## src/rtl/wb_arb.sv

```systemverilog
// Writeback arbiter: merges ls / md / ip results onto the single register-file
// write port, with a 1-entry buffer per source and starvation-based priority boost.
module wb_arb #(
    parameter int STARVE_LIMIT = 3,
    parameter int CW           = 4
) (
    input  logic        clk,
    input  logic        rst,
    input  logic [4:0]  ls_wb_dst,
    input  logic [63:0] ls_wb_result,
    input  logic [63:0] ls_wb_pc,
    input  logic        ls_wb_wb_en,
    input  logic        ls_wb_valid,
    output logic        ls_wb_ready,
    input  logic [4:0]  md_wb_dst,
    input  logic [63:0] md_wb_result,
    input  logic [63:0] md_wb_pc,
    input  logic        md_wb_wb_en,
    input  logic        md_wb_valid,
    output logic        md_wb_ready,
    input  logic [4:0]  ip_wb_dst,
    input  logic [63:0] ip_wb_result,
    input  logic [63:0] ip_wb_pc,
    input  logic        ip_wb_wb_en,
    input  logic        ip_wb_valid,
    output logic        ip_wb_ready,
    output logic        wb_rf_wen,
    output logic [4:0]  wb_rf_dst,
    output logic [63:0] wb_rf_data,
    output logic        wb_retire_valid,
    output logic [63:0] wb_retire_pc,
    output logic [1:0]  wb_retire_src,
    output logic [63:0] wb_instret
);
    localparam logic [CW-1:0] W_LIMIT = CW'(STARVE_LIMIT);
    localparam logic [CW-1:0] W_MAX   = {CW{1'b1}};

    logic [4:0]    w_in_dst    [3];
    logic [63:0]   w_in_result [3];
    logic [63:0]   w_in_pc     [3];
    logic [2:0]    w_in_wben;
    logic [2:0]    w_in_valid;

    logic [2:0]    r_buf_valid;
    logic [2:0]    r_buf_wben;
    logic [4:0]    r_buf_dst    [3];
    logic [63:0]   r_buf_result [3];
    logic [63:0]   r_buf_pc     [3];
    logic [CW-1:0] r_wait       [3];

    logic [2:0]    w_cand_valid;
    logic [2:0]    w_starved;
    logic [2:0]    w_cand_wben;
    logic [4:0]    w_cand_dst    [3];
    logic [63:0]   w_cand_result [3];
    logic [63:0]   w_cand_pc     [3];
    logic          w_any;
    logic [1:0]    w_win_idx;
    logic [2:0]    w_win_oh;
    logic          w_sel_wben;
    logic [4:0]    w_sel_dst;
    logic [63:0]   w_sel_result;
    logic [63:0]   w_sel_pc;

    function automatic logic [1:0] f_lowest(input logic [2:0] m);
        if (m[0]) begin
            return 2'd0;
        end else if (m[1]) begin
            return 2'd1;
        end else begin
            return 2'd2;
        end
    endfunction

    assign w_in_dst[0]    = ls_wb_dst;
    assign w_in_dst[1]    = md_wb_dst;
    assign w_in_dst[2]    = ip_wb_dst;
    assign w_in_result[0] = ls_wb_result;
    assign w_in_result[1] = md_wb_result;
    assign w_in_result[2] = ip_wb_result;
    assign w_in_pc[0]     = ls_wb_pc;
    assign w_in_pc[1]     = md_wb_pc;
    assign w_in_pc[2]     = ip_wb_pc;
    assign w_in_wben      = {ip_wb_wb_en, md_wb_wb_en, ls_wb_wb_en};
    assign w_in_valid     = {ip_wb_valid, md_wb_valid, ls_wb_valid};

    // Ready depends only on buffer occupancy, so there is no input-to-ready path.
    assign ls_wb_ready = ~r_buf_valid[0];
    assign md_wb_ready = ~r_buf_valid[1];
    assign ip_wb_ready = ~r_buf_valid[2];

    // Per-source candidate: a buffered entry always shadows its own source's live input.
    always_comb begin
        for (int s = 0; s < 3; s++) begin
            w_cand_valid[s]  = r_buf_valid[s] | w_in_valid[s];
            w_starved[s]     = r_buf_valid[s] && (r_wait[s] >= W_LIMIT);
            w_cand_wben[s]   = r_buf_valid[s] ? r_buf_wben[s]   : w_in_wben[s];
            w_cand_dst[s]    = r_buf_valid[s] ? r_buf_dst[s]    : w_in_dst[s];
            w_cand_result[s] = r_buf_valid[s] ? r_buf_result[s] : w_in_result[s];
            w_cand_pc[s]     = r_buf_valid[s] ? r_buf_pc[s]     : w_in_pc[s];
        end
    end

    // Starved entries outrank everything else; ties resolve to the lowest index.
    always_comb begin
        w_any     = |w_cand_valid;
        w_win_idx = (|w_starved) ? f_lowest(w_starved) : f_lowest(w_cand_valid);
        case (w_win_idx)
            2'd0:    w_win_oh = {2'b00, w_any};
            2'd1:    w_win_oh = {1'b0, w_any, 1'b0};
            2'd2:    w_win_oh = {w_any, 2'b00};
            default: w_win_oh = 3'b000;
        endcase
        case (w_win_idx)
            2'd1: begin
                w_sel_wben   = w_cand_wben[1];
                w_sel_dst    = w_cand_dst[1];
                w_sel_result = w_cand_result[1];
                w_sel_pc     = w_cand_pc[1];
            end
            2'd2: begin
                w_sel_wben   = w_cand_wben[2];
                w_sel_dst    = w_cand_dst[2];
                w_sel_result = w_cand_result[2];
                w_sel_pc     = w_cand_pc[2];
            end
            default: begin
                w_sel_wben   = w_cand_wben[0];
                w_sel_dst    = w_cand_dst[0];
                w_sel_result = w_cand_result[0];
                w_sel_pc     = w_cand_pc[0];
            end
        endcase
    end

    // Buffer update: winners drain, losing buffered entries age, losing live inputs are captured.
    always_ff @(posedge clk) begin
        if (rst) begin
            r_buf_valid <= 3'b000;
            r_buf_wben  <= 3'b000;
            for (int s = 0; s < 3; s++) begin
                r_buf_dst[s]    <= 5'd0;
                r_buf_result[s] <= 64'd0;
                r_buf_pc[s]     <= 64'd0;
                r_wait[s]       <= '0;
            end
        end else begin
            for (int s = 0; s < 3; s++) begin
                if (w_win_oh[s]) begin
                    r_buf_valid[s] <= 1'b0;
                    r_wait[s]      <= '0;
                end else if (r_buf_valid[s]) begin
                    if (r_wait[s] != W_MAX) begin
                        r_wait[s] <= r_wait[s] + CW'(1);
                    end
                end else if (w_in_valid[s]) begin
                    r_buf_valid[s]  <= 1'b1;
                    r_buf_wben[s]   <= w_in_wben[s];
                    r_buf_dst[s]    <= w_in_dst[s];
                    r_buf_result[s] <= w_in_result[s];
                    r_buf_pc[s]     <= w_in_pc[s];
                    r_wait[s]       <= CW'(1);
                end
            end
        end
    end

    // Registered writeback / retire outputs; payload holds when nothing is granted.
    always_ff @(posedge clk) begin
        if (rst) begin
            wb_rf_wen       <= 1'b0;
            wb_rf_dst       <= 5'd0;
            wb_rf_data      <= 64'd0;
            wb_retire_valid <= 1'b0;
            wb_retire_pc    <= 64'd0;
            wb_retire_src   <= 2'd0;
            wb_instret      <= 64'd0;
        end else if (w_any) begin
            wb_rf_wen       <= w_sel_wben && (w_sel_dst != 5'd0);
            wb_rf_dst       <= w_sel_dst;
            wb_rf_data      <= w_sel_result;
            wb_retire_valid <= 1'b1;
            wb_retire_pc    <= w_sel_pc;
            wb_retire_src   <= w_win_idx;
            wb_instret      <= wb_instret + 64'd1;
        end else begin
            wb_rf_wen       <= 1'b0;
            wb_retire_valid <= 1'b0;
        end
    end
endmodule

```

## config.mk

```make
export PLATFORM = sky130hd
export DESIGN_NAME = wb_arb
export DESIGN_NICKNAME = d
export VERILOG_FILES = /design/src/rtl/wb_arb.sv
export SDC_FILE = /design/constraint.sdc
export NUM_CORES = 1
export LEC_CHECK = 0
export ABC_AREA = 1
export CORE_MARGIN = 2
export CORE_UTILIZATION = 38
export CTS_CLUSTER_SIZE = 10
export DETAILED_ROUTE_END_ITERATION = 10
export SLEW_MARGIN = 25
export SYNTH_ARGS = -nofsm -noshare
export SYNTH_HDL_FRONTEND = slang
export SYNTH_SLANG_ARGS = --single-unit
export TNS_END_PERCENT = 20
```

## constraint.sdc

```tcl
create_clock -name clk -period 12.9 [get_ports clk]
set_input_delay 1.935 -clock clk [delete_from_list [all_inputs] [get_ports clk]]
set_output_delay 1.935 -clock clk [all_outputs]
set_load 0.005 [all_outputs]
```

==> results.txt <==
----------------------------------------------------
[Run status]
  Result of the run ... finished, final reports clean

[Clock tree]
  TritonCTS clock tree ... yes
  Worst skew pair latency ... 0.62 ns
  PostCTS Resize Cnt ... 0
  Setup repair bufs after CTS ... 0
  Clock tree root driver cell ... sky130_fd_sc_hd__clkbuf_16
  Clock Path Buffers ... 3
  CTS Buf Count ... 75
  H-tree levels ... 3
  Reg clk slew, reported paths ... 0.05 ns
  Total clock sinks ... 618
  # hold bufs at CTS ... 0

[Power and ir drop]
  Internal Pwr Total ... 4.61 mW
  Combinational fraction of design power ... 0.312
  Power share of the sequential group ... 0.404
  Worst-case vdd ir drop ... 107 uV
  Leakage dissipation ... 16.9 nW
  Net switching fraction of the power ... 0.347
  Post-layout total power ... 7.06 mW
  Proportion of power drawn by the clock network ... 0.284
  Cell area power density ... 178 nW/um^2
  Power spent charging and discharging nets ... 2.45 mW

[Critical path]
  Critical Path End Type ... flop
  Critical path startpoint category ... primary input
  Worst setup path startpoint ... ls_wb_valid
  Maximum fanout along the worst path ... 60
  Critical register-to-register path startpoint ... r_buf_valid[2]$_SDFF_PP0_
  Crit path kind ... primary input to flop
  Data required time of the worst path ... 13.12 ns
  Crit path DAT ... 6.00 ns

[Timing]
  Timing-limited maximum frequency ... 173 MHz
  Transition time at the pin with the least slew margin ... 1.05 ns
  Rel. slew slack ... 0.297
  Final Critical Period ... 5.78 ns
  Final critical-path share of the clock period ... 0.448
  Unrepaired setup endpoints after global routing ... false
  Worst clock skew ... 0.0287 ns
  Finish-stage setup viols ... 0
  Total negative slack ... 0 ns
  Total count of max-transition violations in the final report ... 0
  Final hold violation count ... 0

[Placement]
  Placed Instance Area ... 37100 um^2
  Total half-perimeter wirelength after legalization and detailed placement ... 70200 um
  Weighted congestion at the end of routability-driven global placement ... 0.930
  Port Buf Inserts ... 610

[Global routing]
  Antenna violations before repair ... 46
  Pin count of the biggest net entering global routing ... 170
  Global-route wire length before repair ... 163000 um
  Number of global-route vias before repair ... 26407
  Global-route usage over all layers ... 0.259
  GR Overflow Total ... 0

[Cells and area]
  Fraction of final layout cells sized beyond drive strength 1 ... 0.0620
  Commonest cells after routing, fill and taps aside ... 842 x sky130_fd_sc_hd__nand2_1, 610 x sky130_fd_sc_hd__clkdlybuf4s50_1, 433 x sky130_fd_sc_hd__nor2_1
  Finished layout cell area ... 39600 um^2
  Fillers ... 7762
  Most common cell after layout, fill and taps aside ... sky130_fd_sc_hd__nand2_1
  Final-stage net count ... 4680
  Core occupancy in the finished layout ... 0.499
  Area growth, synth to finish ... 29.5%

[Drt]
  Mean routed wirelength per cell ... 20.4 um
  WL final ... 111000 um
  DRC errors left ... 0
  1st-iter DRT viols ... 2287
  Drt via density ... 5.12
  ANT nets after route ... 0
  Initial DRT Pass Iterations ... 5
  Routed vias ... 27764

[Floorplan]
  Floorplan die width ... 288 um
  Die H ... 288 um
  Die area ... 82700 um^2
  Initial cell density of the core ... 0.385
  Site row count ... 103
  Number of top-level pins ... 611
  Core box area ... 79300 um^2

[Synth]
  Post-synth design cell area ... 30500 um^2
  Syn_area_per_cell ... 8.05 um^2
  Synth warnings ... 0
  Number of enable-type register cells in the synthesized netlist ... 411
  Predominant post-synthesis flop cell ... sky130_fd_sc_hd__edfxtp_1
  FF+latch count, synth ... 618
  Share of async-settable or async-resettable flops after synthesis ... 0
  Post-synthesis cell count ... 3796
  Number of unique standard cell types used by synthesis ... 39
  Part of the Yosys area used for sequential elements ... 0.540
  Synthesized net count ... 4211

[Min path]
  Critical hold path startpoint ... r_buf_wben[1]$_SDFFE_PP0P_
  Class of the worst hold path ... flop to flop

[Job]
  MaxCap Viol Count ... 0

----------------------------------------------------
routing by layer:
layer | track usage | vias to the layer above | part of all wire | wire length [um]
met2 | 0.418 | 1035 | 0.48 | 52700
met3 | 0.0432 | 220 | 0.070 | 7770
met1 | 0.333 | 13030 | 0.41 | 45300
met5 | 0 | - | 0.00067 | 74
li1 | - | 13467 | - | -
met4 | 0.138 | 12 | 0.045 | 4940
through the flow:
stage / hold WS, ns / instances / setup slack (ns)
finish: 0.475 / 5422 / 7.12
global route: 0.510 / 5414 / 6.87
CTS: 0.472 / 5374 / 7.14
detailed placement: 0.464 / 5237 / 6.50
global placement: 0.461 / 5237 / 6.50
floorplan: 0.446 / 3796 / 6.63
power groups by stage:
stage	clock network, mW	registers [mW]	logic, mW
2_1_floorplan	0	2.83	1.29
3_3_place_gp	0	2.87	2.18
3_5_place_dp	0	2.88	2.20
4_1_cts	2.05	2.85	2.21
5_1_grt	2.11	2.89	2.43
6_report	2.01	2.85	2.20
cell families after synthesis:
logic type | after synthesis | synth area share
AO/OA/AOI/OAI | 987 | 0.168
XOR/XNOR | 16 | 0.00459
adder cells (fa/ha/maj) | 8 | 0.00328
buffers and inverters | 748 | 0.0996
flip-flops | 618 | 0.540
AND/OR/NAND/NOR | 1419 | 0.184
cell type report:
type	instances	area, um^2	area share
inverters	499	1900	0.0479
well taps	1050	1310	0.0332
repair buffers	641	6390	0.161
diodes	47	118	0.00297
clock buffers	131	2200	0.0556
multi-input cells	2430	11100	0.280
clock inverters	6	73.8	0.00187
flip-flops and latches	618	16500	0.417
worst max-delay path, stage by stage:
cell,delay [ns]
sky130_fd_sc_hd__clkdlybuf4s50_1,0.59
sky130_fd_sc_hd__nor2_4,0.07
sky130_fd_sc_hd__nand2_1,0.09
sky130_fd_sc_hd__nand2_1,0.05
sky130_fd_sc_hd__nand3_1,0.20
sky130_fd_sc_hd__inv_1,0.12
sky130_fd_sc_hd__ha_4,0.37
sky130_fd_sc_hd__nand3_2,0.21
sky130_fd_sc_hd__nand4_2,0.22
sky130_fd_sc_hd__nand2_4,0.51
sky130_fd_sc_hd__buf_4,0.65
sky130_fd_sc_hd__buf_4,0.80
flip-flops by register name, summed over array words and instances, names as in the netlist, 3 cells and up:
register      cells
r_buf_pc        192
r_buf_wben        3
wb_rf_data       64
r_wait           12
r_buf_dst        15
r_buf_valid       3
wb_retire_pc     64
r_buf_result    192
wb_rf_dst         5
wb_instret       64
cell usage after synthesis, types with 5 or more instances:
master,n,share of area
sky130_fd_sc_hd__a21oi_1,419,0.069
sky130_fd_sc_hd__buf_1,10,0.0012
sky130_fd_sc_hd__buf_2,43,0.0070
sky130_fd_sc_hd__buf_6,22,0.0081
sky130_fd_sc_hd__clkbuf_1,172,0.021
sky130_fd_sc_hd__dfxtp_1,207,0.14
sky130_fd_sc_hd__edfxtp_1,411,0.40
sky130_fd_sc_hd__ha_1,8,0.0033
sky130_fd_sc_hd__inv_1,384,0.047
sky130_fd_sc_hd__inv_2,112,0.014
sky130_fd_sc_hd__nand2_1,845,0.10
sky130_fd_sc_hd__nand2_2,9,0.0018
sky130_fd_sc_hd__nand3_1,74,0.012
sky130_fd_sc_hd__nand3_2,5,0.0016
sky130_fd_sc_hd__nand4_1,22,0.0045
sky130_fd_sc_hd__nor2_1,433,0.053
sky130_fd_sc_hd__nor3_1,11,0.0018
sky130_fd_sc_hd__o21a_1,9,0.0022
sky130_fd_sc_hd__o21ai_0,421,0.069
sky130_fd_sc_hd__o22ai_1,130,0.027
sky130_fd_sc_hd__xor2_1,12,0.0034
final timing paths:
path / slack (ns) / endpoint / cells after the start
setup / recovery: 7.12 / r_buf_pc[0][147]$_SDFFCE_PN0P_ / 12
setup reg to reg: 7.42 / r_buf_pc[0][96]$_SDFFCE_PN0P_ / 10
hold reg to reg: 0.47 / r_buf_wben[1]$_SDFFE_PP0P_ / 2
hold / removal: 0.47 / r_buf_wben[1]$_SDFFE_PP0P_ / 2
No activity file was read; power rests on OpenSTA's default activity.
